--- config.mk ---
export PLATFORM = sky130hd
export DESIGN_NAME = rot_slice_scheduler
export DESIGN_NICKNAME = d
export VERILOG_FILES = /design/src/rtl/rot_slice_scheduler.sv
export SDC_FILE = /design/constraint.sdc
export NUM_CORES = 1
export LEC_CHECK = 0
export BUFFER_PORTS_ARGS = -buffer_cell sky130_fd_sc_hd__buf_4
export CAP_MARGIN = 20
export CORE_MARGIN = 2
export CORE_UTILIZATION = 59
export DETAILED_ROUTE_END_ITERATION = 6
export PLACE_DENSITY = 0.9
export SYNTH_ARGS = -nofsm -noshare
export SYNTH_HDL_FRONTEND = slang
export SYNTH_SLANG_ARGS = --single-unit
--- constraint.sdc ---
create_clock -name clk_in -period 5.5 [get_ports clk_in]
set_input_delay 1.1 -clock clk_in [delete_from_list [all_inputs] [get_ports clk_in]]
set_output_delay 1.1 -clock clk_in [all_outputs]
set_load 0.005 [all_outputs]
--- src/rtl/rot_slice_scheduler.sv ---
// Measures rotor period from the hall index, slices each revolution into angular steps,
// and sequences one LOAD + two HUB75 half-transfers per slice. Optional watchdog: SLICE_WATCHDOG_EN.
module rot_slice_scheduler #(
  parameter int unsigned ROTATIONAL_RES = 1024,
  parameter int unsigned PER_W          = 24,
  parameter int unsigned MIN_PERIOD     = 4096,
  parameter int unsigned WDOG_CYCLES    = 65536,
  localparam int unsigned THETA_W       = $clog2(ROTATIONAL_RES)
) (
  input  logic               clk_in,
  input  logic               rst_in,
  input  logic               index_in,
  input  logic               hub75_ready,
  input  logic               hub75_last,
  output logic [THETA_W-1:0] theta,
  output logic               slice_start,
  output logic               half_sel,
  output logic               busy,
  output logic               locked,
  output logic [PER_W-1:0]   period,
  output logic [15:0]        overrun_count,
  output logic               wdog_err
);

  localparam logic [THETA_W-1:0] THETA_MAX = THETA_W'(ROTATIONAL_RES - 1);

  typedef enum logic [1:0] {IDLE, LOAD, HALF0, HALF1} state_t;

  state_t           state, state_nxt;
  logic             index_q, edge_det, valid_edge, cnt_sat, locked_nxt, tick, pending;
  logic [PER_W-1:0] cnt, cnt_shift, len_new, slice_len, timer;

  assign edge_det   = index_in & ~index_q;
  assign cnt_sat    = &cnt;
  assign valid_edge = edge_det & (cnt >= PER_W'(MIN_PERIOD)) & ~cnt_sat;
  assign cnt_shift  = cnt >> THETA_W;
  assign len_new    = (cnt_shift == '0) ? PER_W'(1) : cnt_shift;

  // A valid index edge is itself the slice-0 tick; the timer only ticks between edges.
  assign tick = valid_edge | (locked & ~edge_det & (timer == '0));

  always_comb begin
    locked_nxt = locked;
    if (valid_edge)              locked_nxt = 1'b1;
    else if (edge_det | cnt_sat) locked_nxt = 1'b0;
  end

  always_ff @(posedge clk_in or posedge rst_in) begin
    if (rst_in) begin
      index_q   <= 1'b0;
      cnt       <= '0;
      period    <= '0;
      slice_len <= '0;
      locked    <= 1'b0;
      timer     <= '0;
      theta     <= '0;
    end else begin
      index_q <= index_in;
      if (edge_det)      cnt <= PER_W'(1);
      else if (!cnt_sat) cnt <= cnt + 1'b1;
      if (valid_edge) begin
        period    <= cnt;
        slice_len <= len_new;
      end
      locked <= locked_nxt;
      if (tick)                timer <= (valid_edge ? len_new : slice_len) - 1'b1;
      else if (timer != '0)    timer <= timer - 1'b1;
      // theta saturates at the last slice until the next index re-aligns it
      if (valid_edge || !locked_nxt)         theta <= '0;
      else if (tick && theta != THETA_MAX)   theta <= theta + 1'b1;
    end
  end

`ifdef SLICE_WATCHDOG_EN
  localparam int unsigned WD_W = $clog2(WDOG_CYCLES + 1);
  logic [WD_W-1:0] wcnt;
  logic            wdog_fire;

  assign wdog_fire = ((state == HALF0) || (state == HALF1)) && (wcnt == WD_W'(WDOG_CYCLES - 1));

  always_ff @(posedge clk_in or posedge rst_in) begin
    if (rst_in) begin
      wcnt     <= '0;
      wdog_err <= 1'b0;
    end else begin
      if (state_nxt != state)                      wcnt <= '0;
      else if ((state == HALF0) || (state == HALF1)) wcnt <= wcnt + 1'b1;
      if (wdog_fire) wdog_err <= 1'b1;
    end
  end
`else
  assign wdog_err = 1'b0;
`endif

  always_comb begin
    state_nxt = state;
    case (state)
      IDLE:    if ((tick | pending) & hub75_ready) state_nxt = LOAD;
      LOAD:    state_nxt = HALF0;
      HALF0:   if (hub75_last) state_nxt = HALF1;
      HALF1:   if (hub75_last) state_nxt = IDLE;
      default: state_nxt = IDLE;
    endcase
`ifdef SLICE_WATCHDOG_EN
    if (wdog_fire) state_nxt = IDLE;
`endif
  end

  always_ff @(posedge clk_in or posedge rst_in) begin
    if (rst_in) begin
      state         <= IDLE;
      pending       <= 1'b0;
      overrun_count <= '0;
    end else begin
      state <= state_nxt;
      // a tick that cannot be queued (transfer running or one already pending) is dropped
      if (tick && (state != IDLE || pending) && overrun_count != 16'hFFFF)
        overrun_count <= overrun_count + 16'd1;
      if (!locked_nxt)                          pending <= 1'b0;
      else if (state == IDLE && (tick || pending)) pending <= ~hub75_ready;
    end
  end

  assign slice_start = (state == LOAD);
  assign half_sel    = (state == HALF1);
  assign busy        = (state != IDLE);

endmodule

==> results of run 1 <==
==> logic make-up after synthesis <==
kind of cell             Yosys count
AND/OR/NAND/NOR                  344
XOR/XNOR                          62
flip-flops                       127
other                              1
multiplexers                       9
buffers and inverters             37
AO/OA/AOI/OAI                     86
adder cells (fa/ha/maj)           10
==> through the flow <==
step           hold WS [ns]  instance area (sq um)  utilization (%)
2_1_floorplan        0.4539                   6387                -
3_3_place_gp         0.4634                   6937            66.59
3_5_place_dp         0.4635                   6937            66.59
4_1_cts              0.4813                   7515            72.14
5_1_grt              0.5031                   7542            72.41
6_report             0.4785                   7542            72.41
==> flip-flops by register name, indices dropped and copies added (netlist names) <==
name and flops:
state 2, cnt 24, locked 1, period 24, timer 24, overrun_count 16, index_q 1, theta 10
pending 1, slice_len 24
==> worst reg2reg max path, cell delays in order, from the launching register on <==
cell and delay [ns]:
dfrtp_1 0.43, ha_1 0.25, nand3_1 0.17, or4_1 0.63, o21ai_4 0.54, nand2_1 0.34, o21ai_0 0.37, ha_1 0.34
nand2_1 0.08, mux2i_1 0.37, a31oi_4 0.21, nor3_4 0.34, nand2_1 0.10, mux2_1 0.31
==> cell type report <==
cell class	instances	area share [%]
sequential	127	42.14
multi-input combinational	512	40.73
timing repair buffer	65	6.735
clock buffer	20	5.773
tap	136	2.256
clock inverter	12	1.891
inverter	9	0.4811
==> worst paths after layout <==
kind / cells after the start / slack, ns / start / end
worst max-delay path: 13 / 0.91 / cnt[0] / timer[22]
worst min-delay path: 2 / 0.48 / period[16] / period[16]
worst max register to register: 13 / 0.91 / cnt[0] / timer[22]
worst min register to register: 2 / 0.48 / period[16] / period[16]
max in group asynchronous: 3 / 4.00 / rst_in / period[12]
min in group asynchronous: 2 / 0.61 / rst_in / period[0]
==> layer usage <==
metal / routed length, um / up-vias / track usage (%)
li1: - / 2425 / -
met1: 6103 / 2623 / 37.96
met2: 7893 / 310 / 48.61
met3: 1340 / 86 / 8.439
met4: 625 / 0 / 11.26
met5: 0 / - / 0
==> report_power, final <==
group          internal, W  leakage [nW]  switching (W)  total (W)
logic             0.000341          1.68       0.000439   0.000780
clock network     0.000696         0.280       0.000401    0.00110
registers          0.00109          1.71       0.000152    0.00124
==> synthesized netlist by cell type (all sizes together), types with 4 or more instances <==
master  instances  area, sq um
a211o           8        70.07
a21oi          26        137.6
a31oi           4        40.04
and2           11        68.82
and3            9        56.30
buf            13        66.31
clkbuf         15        56.30
dfrtp         127         3178
ha             10        125.1
inv             9        33.78
mux2            4        45.04
mux2i           5        50.05
nand2         137        514.2
nand2b          4        25.02
nand3          29        145.1
nand4          13        87.58
nor2           82        307.8
nor3           19        127.6
nor4            9        92.59
o21ai          19        95.09
o22ai           5        31.28
or3            10        72.57
or4            10        86.33
xnor2          31        271.5
xor2           31        271.5
==> run_results.csv, run 1 <==
group,metric,value,unit
status,outcome,"finished, final reports clean",
detailed_routing,first_pass_iters,5,
detailed_routing,vias,5444,
placed_design,gp_congestion,0.9749,
logic_synthesis,synth-seq-cells,127,
detailed_routing,viasPerCell,6.179,
clock_network,cts_buffer_depth,2,
sta,setup_viol,0,
logic_synthesis,synth_top_family_by_area,"simple AND/OR/NAND/NOR gates",
critical_path,cp_top_family,"simple AND/OR/NAND/NOR gates",
detailed_routing,wl,15960,um
sta,final.setup.worst_slack,0.9057,ns
logic_synthesis,syn_nets,691,
detailed_routing,avgRoutedWirePerCell,18.12,um
critical_path,slowest_stage,"or4_1",
worst_hold_path,hold_path.class,"reg2reg",
critical_path,critPathKind,"reg2reg",
cells_and_area,final_common_cell,"nand2_1",
sta,rsz0062_at_grt,"false",
logic_synthesis,ys_seq_area_share,49.76,%
logic_synthesis,synth_ff_type,"dfrtp_1",
placed_design,place_inst,848,
placed_design,hpwl,10400,um
placed_design,io_buffers,58,
floorplanning,fp.dieW,108.1,um
placed_design,post-place-ws,1.137,ns
sta,finalCritPeriodShare,83.53,%
clock_network,htree_levels,4,
cells_and_area,seqCellArea,3178,sq um
logic_synthesis,synth_cell_types,65,
logic_synthesis,async_reset_ff_share,100.0,%
global_route,track_usage,29.77,%
floorplanning,die_y,108.1,um
logic_synthesis,synth_area,6387,sq um
cells_and_area,multi_input_area,3072,sq um
cells_and_area,nNetsFinal,747,
global_route,grt_overflow,0,
critical_path,crit_required,5.91,ns
global_route,antenna_found_initial,0,
logic_synthesis,synth-xor-area-share,8.501,%
cells_and_area,layout_common_cells,"nand2_1, dfrtp_1, nor2_1, buf_4",
logic_synthesis,synth-compound-area-share,9.363,%
floorplanning,start_util,61.32,%
floorplanning,rows,37,
logic_synthesis,yosysWarnings,0,
clock_network,clk_latency,0.53,ns
clock_network,cts_tree,"built",
floorplanning,core_area,10420,sq um
logic_synthesis,synthAdderAreaFrac,1.959,%
sta,worstMarginPinSlew,0.8685,ns
critical_path,endpoint_kind,"flip-flop",
sta,max_clock_freq,217.7,MHz
flow_run,drv_cap,0,
detailed_routing,remaining_drc_errors,0,
global_route,grt_pass1_wl,27120,um
critical_path,crit_top_cell,"nand2_1",
detailed_routing,antenna_left,0,
sta,clock-skew-final,0.009566,ns
power,p_leak,3.669,nW
critical_path,cp_cell_sequence,"ha_1 > nand3_1 > or4_1 > o21ai_4 > nand2_1 > o21ai_0 > ha_1 > nand2_1 > mux2i_1 > a31oi_4 > nor3_4 > nand2_1 > mux2_1",
cells_and_area,nFillCells,660,
floorplanning,dieArea,11670,sq um
sta,fin_crit,4.594,ns
sta,slew_headroom,40.60,%
power,ir_worst_vdd,0.2610,mV
detailed_routing,drt_iter0_drc,533,
critical_path,slowest_delay,0.63,ns
power,finalPower,0.003116,W
critical_path,crit_fanout,23,
cells_and_area,antennaDiodeCount,0,
logic_synthesis,synthCells,676,
clock_network,postCtsHoldBufs,0,
clock_network,cts.sinks,127,
cells_and_area,area_delta_synth_final,18.08,%
critical_path,path_buf_inv,0,
sta,tns,0,ns
clock_network,cts_root_buffer,"clkbuf_8",
sta,hold_viol,0,
global_route,grt_pass1_vias,5456,
critical_path,cp-start-kind,"flip-flop",
logic_synthesis,synth_edf_count,0,
clock_network,cts_buffers,17,
clock_network,post_cts_buffers,0,
cells_and_area,final_layout_size_suffix_gt1_share,16.51,%
clock_network,cts_resized,0,
logic_synthesis,synthSimpleGateAreaFrac,26.43,%
clock_network,path_clk_slew,0.06,ns
sta,slew_violations,0,
critical_path,cp.arrival,5.01,ns
cells_and_area,instances_no_fill,881,
global_route,grt_max_degree,88,
logic_synthesis,synth_mux_area_share,1.489,%
power,power_density,413.2,nW/um^2
floorplanning,io_pins,60,
logic_synthesis,syn_area_per_cell,9.449,sq um
No activity file was read; power rests on OpenSTA's default activity.
==> run 2: changes to the inputs <==
--- a/config.mk
+++ b/config.mk
@@ -8,9 +8,9 @@
 export BUFFER_PORTS_ARGS = -buffer_cell sky130_fd_sc_hd__buf_4
 export CAP_MARGIN = 20
 export CORE_MARGIN = 2
-export CORE_UTILIZATION = 59
+export CORE_UTILIZATION = 54
 export DETAILED_ROUTE_END_ITERATION = 6
-export PLACE_DENSITY = 0.9
+export PLACE_DENSITY = 0.88
 export SYNTH_ARGS = -nofsm -noshare
 export SYNTH_HDL_FRONTEND = slang
 export SYNTH_SLANG_ARGS = --single-unit
==> constraint.sdc (replaced) <==
create_clock -name clk_in -period 4.2 [get_ports clk_in]
set_input_delay 0.84 -clock clk_in [delete_from_list [all_inputs] [get_ports clk_in]]
set_output_delay 0.84 -clock clk_in [all_outputs]
set_load 0.005 [all_outputs]
==> run_results.csv, run 2 (synthesized netlist as in run 1, its figures left out) <==
group,metric,value,unit
sta,setup_viol,0,
critical_path,crit_fanout,6,
detailed_routing,avgRoutedWirePerCell,18.26,um
detailed_routing,viasPerCell,6.081,
critical_path,slowest_delay,0.63,ns
global_route,grt_overflow,0,
worst_hold_path,hold_start,"period[15]",
clock_network,cts_tree,"built",
detailed_routing,wl,16430,um
critical_path,critPathKind,"reg2reg",
critical_path,cp_cell_sequence,"ha_1 > nand3_1 > or4_1 > o21ai_4 > nand2_1 > buf_4 > o21ai_0 > ha_2 > nand2_1 > mux2i_2 > a31oi_4 > nor3_4 > nand2_1 > mux2_1",
critical_path,rr_startpoint,"cnt[0]",
detailed_routing,first_pass_iters,5,
cells_and_area,nNetsFinal,759,
global_route,grt_pass1_vias,5584,
sta,tns,0,ns
cells_and_area,antennaDiodeCount,0,
detailed_routing,vias,5473,
critical_path,critPathLaunch,"cnt[0]",
critical_path,cp-start-kind,"flip-flop",
critical_path,slowest_stage,"or4_1",
global_route,grt_pass1_wl,27500,um
floorplanning,start_util,55.70,%
cells_and_area,final_layout_size_suffix_gt1_share,18.23,%
detailed_routing,dr.max_layer_used,"met4",
floorplanning,core_area,11470,sq um
cells_and_area,final_common_cell,"nand2_1",
floorplanning,fp.dieW,112.8,um
sta,final.setup.worst_slack,0.3130,ns
floorplanning,dieArea,12710,sq um
sta,fin_crit,3.887,ns
sta,worstMarginPinSlew,0.9383,ns
critical_path,endpoint_kind,"flip-flop",
global_route,grt_max_degree,128,
power,power_density,542.2,nW/um^2
flow_run,drv_cap,0,
power,ir_worst_vdd,0.3550,mV
placed_design,hpwl,10570,um
clock_network,cts_root_buffer,"clkbuf_16",
cells_and_area,nFillCells,784,
power,p_leak,3.744,nW
critical_path,path_buf_inv,1,
detailed_routing,remaining_drc_errors,0,
floorplanning,rows,39,
critical_path,reg2reg_slack,0.31,ns
floorplanning,io_pins,60,
placed_design,io_buffers,58,
sta,max_clock_freq,257.3,MHz
detailed_routing,wl_met3,1228,um
cells_and_area,area_delta_synth_final,20.33,%
sta,slew_headroom,35.83,%
cells_and_area,layout_common_cells,"nand2_1, dfrtp_1, nor2_1, buf_4",
global_route,track_usage,27.28,%
sta,rsz0062_at_grt,"false",
critical_path,cp_top_family,"simple AND/OR/NAND/NOR gates",
global_route,antenna_found_initial,0,
detailed_routing,drt_iter0_drc,584,
sta,slew_violations,0,
clock_network,htree_levels,4,
floorplanning,die_y,112.8,um
detailed_routing,wirelength_met1,6341,um
clock_network,cts_buffers,17,
critical_path,crit_required,4.50,ns
status,outcome,"finished, final reports clean",
clock_network,clk_latency,0.42,ns
placed_design,post-place-ws,0.1066,ns
critical_path,cp.arrival,4.18,ns
cells_and_area,stdcell_area,7686,sq um
sta,hold_viol,0,
sta,finalCritPeriodShare,92.55,%
clock_network,path_clk_slew,0.05,ns
placed_design,placed_cell_area,7049,sq um
critical_path,crit_top_cell,"nand2_1",
clock_network,cts.sinks,127,
sta,clock-skew-final,0.006704,ns
detailed_routing,wl_met2,8430,um
worst_hold_path,hold_path.class,"reg2reg",
clock_network,cts_buffer_depth,2,
placed_design,gp_congestion,0.9469,
detailed_routing,antenna_left,0,
-- run 2: cell count changes in the layout (fill, tap and decap cells not counted), moves of 3 or more --
cell,before,now
clkinv_2,6,1
clkinvlp_4,3,6
clkbuf_8,2,6
buf_4,64,76
-- run 2: final timing paths --
check	cells after the start	endpoint
max in group asynchronous	3	timer[13]
min in group asynchronous	3	period[3]
min	2	period[15]
max reg2reg	14	timer[22]
min reg2reg	2	period[15]
max	14	timer[22]
-- run 2: layout make-up --
class | instances | area (sq um) | area share, %
Clock buffer | 24 | 511.7 | 6.658
Clock inverter | 8 | 102.6 | 1.335
Inverter | 9 | 37.54 | 0.4884
Multi-Input combinational cell | 512 | 3087 | 40.16
Sequential cell | 127 | 3178 | 41.35
Tap cell | 143 | 178.9 | 2.328
Timing Repair Buffer | 77 | 590.6 | 7.684
-- run 2: power breakdown --
group	switching, W	total [W]	internal [W]	leakage, nW
Clock	0.000527	0.00149	0.000967	0.287
Combinational	0.000603	0.00107	0.000468	1.75
Sequential	0.000180	0.00160	0.00142	1.71
Total	0.00131	0.00417	0.00286	3.74
-- run 2: layer usage --
| layer | GRT usage (%) | vias up |
|---|---|---|
| met1 | 34.38 | 2667 |
| met4 | 11.54 | 0 |
| met3 | 5.731 | 54 |
| li1 | - | 2461 |
| met5 | 0 | - |
| met2 | 45.99 | 291 |
-- run 2: timing repair --
action / 4_1_cts / 5_1_grt
setup endpoints to repair: 0 / 2
setup buffers: 0 / 1
resized for setup: 0 / 3
hold buffers: 0 / 0
-- run 2: stage by stage --
| stage | hold slack [ns] | instances | utilization, % | total power (W) |
|---|---|---|---|---|
| detailed placement | 0.4648 | 867 | 61.47 | 0.002626 |
| CTS | 0.4869 | 899 | 66.83 | 0.004147 |
| finish | 0.4809 | 900 | 67.03 | 0.004167 |
| global placement | 0.4641 | 867 | 61.47 | 0.002573 |
| floorplan | 0.4539 | 676 | - | 0.002290 |
| global route | 0.5102 | 900 | 67.03 | 0.004355 |
-- run 2: worst reg2reg max path: cells and delay by family, from the launching register on --
family,cells,cell delay (ns)
and+or+nand+nor,6,1.35
AOI/OAI and AO/OA,3,0.61
muxes,2,0.60
adders and majority gates,2,0.57
DFF,1,0.44
buffers and inverters,1,0.18
==> run 3: changes to the inputs <==
==> constraint.sdc (replaced) <==
create_clock -name clk_in -period 3.3 [get_ports clk_in]
set_input_delay 0.66 -clock clk_in [delete_from_list [all_inputs] [get_ports clk_in]]
set_output_delay 0.66 -clock clk_in [all_outputs]
set_load 0.005 [all_outputs]
==> run_results.csv, run 3 (synthesized netlist as in run 1, its figures left out) <==
group,metric,value,unit
floorplanning,dieArea,12710,sq um
placed_design,placed_cell_area,7413,sq um
power,power_density,681.2,nW/um^2
critical_path,crit_fanout,4,
sta,whs,0.3781,ns
clock_network,cts_tree,"built",
critical_path,cp-start-kind,"flip-flop",
cells_and_area,antennaDiodeCount,0,
global_route,grt_pass1_vias,5742,
power,ir_worst_vdd,0.4567,mV
floorplanning,fp.dieW,112.8,um
cells_and_area,final_common_cell,"nand2_1",
cells_and_area,layout_common_cells,"nand2_1, dfrtp_1, buf_4, nor2_1",
critical_path,reg2reg_slack,-0.04,ns
global_route,antenna_found_initial,0,
cells_and_area,multi_input_area,3176,sq um
critical_path,worstRegToRegCells,13,
power,p_leak,3.994,nW
detailed_routing,vias,5696,
sta,clock-skew-final,0.008656,ns
clock_network,path_clk_slew,0.06,ns
floorplanning,die_y,112.8,um
sta,slew_violations,0,
sta,setup_viol,3,
status,violations,"setup timing",
critical_path,rr_startpoint,"timer[11]",
global_route,grt_max_degree,128,
cells_and_area,stdcell_area,8144,sq um
detailed_routing,remaining_drc_errors,0,
sta,final.setup.worst_slack,-0.04500,ns
critical_path,endpoint_kind,"flip-flop",
clock_network,clk_latency,0.42,ns
worst_hold_path,hold_path.class,"in2reg",
critical_path,critPathKind,"reg2reg",
status,outcome,"complete, but fails checks",
detailed_routing,viasPerCell,6.015,
global_route,grt_overflow,0,
critical_path,r2r-end,"timer[22]",
detailed_routing,avgRoutedWirePerCell,18.35,um
flow_run,drv_cap,0,
floorplanning,start_util,55.70,%
sta,hold_viol,0,
placed_design,io_buffers,58,
detailed_routing,antenna_left,0,
worst_hold_path,hold_start,"index_in",
critical_path,crit_required,3.60,ns
floorplanning,rows,39,
sta,max_clock_freq,299.0,MHz
global_route,track_usage,28.12,%
cells_and_area,seqCellArea,3179,sq um
global_route,grt_pass1_wl,28290,um
floorplanning,core_area,11470,sq um
detailed_routing,drt_iter0_drc,434,
worst_hold_path,worst_hold_path.endpoint,"index_q",
clock_network,cts_root_buffer,"clkbuf_16",
sta,fin_crit,3.345,ns
clock_network,cts_buffers,17,
sta,slew_headroom,54.42,%
cells_and_area,nNetsFinal,806,
floorplanning,io_pins,60,
placed_design,hpwl,11760,um
cells_and_area,final_layout_size_suffix_gt1_share,24.63,%
sta,rsz0062_at_grt,"true",
clock_network,cts.sinks,127,
critical_path,cp.arrival,3.65,ns
clock_network,cts_buffer_depth,2,
sta,worstMarginPinSlew,0.6749,ns
worst_hold_path,worstHoldPathCells,1,
cells_and_area,area_delta_synth_final,27.50,%
detailed_routing,wl,17380,um
cells_and_area,nFillCells,746,
detailed_routing,first_pass_iters,5,
sta,finalCritPeriodShare,101.4,%
placed_design,gp_congestion,0.9447,
clock_network,htree_levels,4,
[run 3: cell count changes in the layout (fill, tap and decap cells not counted), sizes merged]
cell | previous run | this run
buf | 77 | 124
inv | 8 | 11
clkinv | 1 | 4
bufinv | 2 | 3
clkbuf | 24 | 17
[run 3: final cells by class]
| cell class | instances | area share (%) |
|---|---|---|
| multi-input combinational | 512 | 38.99 |
| clock inverter | 15 | 2.305 |
| timing repair buffer | 124 | 11.78 |
| clock buffer | 17 | 5.224 |
| sequential | 127 | 39.04 |
| inverter | 9 | 0.4609 |
| tap | 143 | 2.197 |
[run 3: worst max path at each step]
| stage | startpoint | endpoint | slack, ns | cells past startpoint |
|---|---|---|---|---|
| CTS | timer[0] | timer[22] | -0.15 | 13 |
| global placement | timer[11] | timer[10] | -0.04 | 13 |
| finish | timer[11] | timer[22] | -0.04 | 13 |
| detailed placement | timer[21] | timer[22] | -0.13 | 13 |
| global route | timer[11] | timer[22] | -0.12 | 13 |
| floorplan | timer[11] | timer[22] | -0.16 | 13 |
[run 3: worst max-delay path, cell delays in order (launching register included)]
cell,delay (ns)
dfrtp_1,0.37
or4_4,0.53
or4_4,0.53
or3_4,0.38
nand2_4,0.11
nand2_2,0.07
o21ai_4,0.09
ha_4,0.18
nand2_2,0.06
mux2i_4,0.18
a31oi_4,0.14
nor3_4,0.19
nand2_1,0.10
mux2_4,0.30
[run 3: metal layers]
layer  GRT usage, %  vias up  wire [um]
met5              0        -          0
met4          11.38        0        454
met3          7.284       52       1181
met2          46.83      295       8813
met1          35.21     2796       6926
li1               -     2553          -
[run 3: repair_timing]
action                     4_1_cts  5_1_grt
hold buffers                     0        0
gates resized for setup         10        9
setup buffers                    5        1
setup endpoints to repair        8       22
pin swaps                        8        7
[run 3: report_power, final]
part	total (W)	switching [W]	internal, W	leakage [nW]
combinational	0.00161	0.000851	0.000759	2.00
sequential	0.00202	0.000208	0.00181	1.71
clock	0.00192	0.000723	0.00120	0.284
total	0.00555	0.00178	0.00377	3.99
[run 3: per-stage QoR]
| stage | TNS [ns] | power [W] | utilization [%] | setup slack [ns] | cells |
|---|---|---|---|---|---|
| floorplan | -0.2278 | 0.002927 | - | -0.1577 | 676 |
| global placement | -0.07635 | 0.003424 | 64.65 | -0.03940 | 909 |
| detailed placement | -0.5176 | 0.003505 | 64.65 | -0.1275 | 909 |
| CTS | -0.5314 | 0.005477 | 70.56 | -0.1451 | 946 |
| global route | -0.5880 | 0.005812 | 71.02 | -0.1152 | 947 |
| finish | -0.06619 | 0.005548 | 71.02 | -0.04500 | 947 |
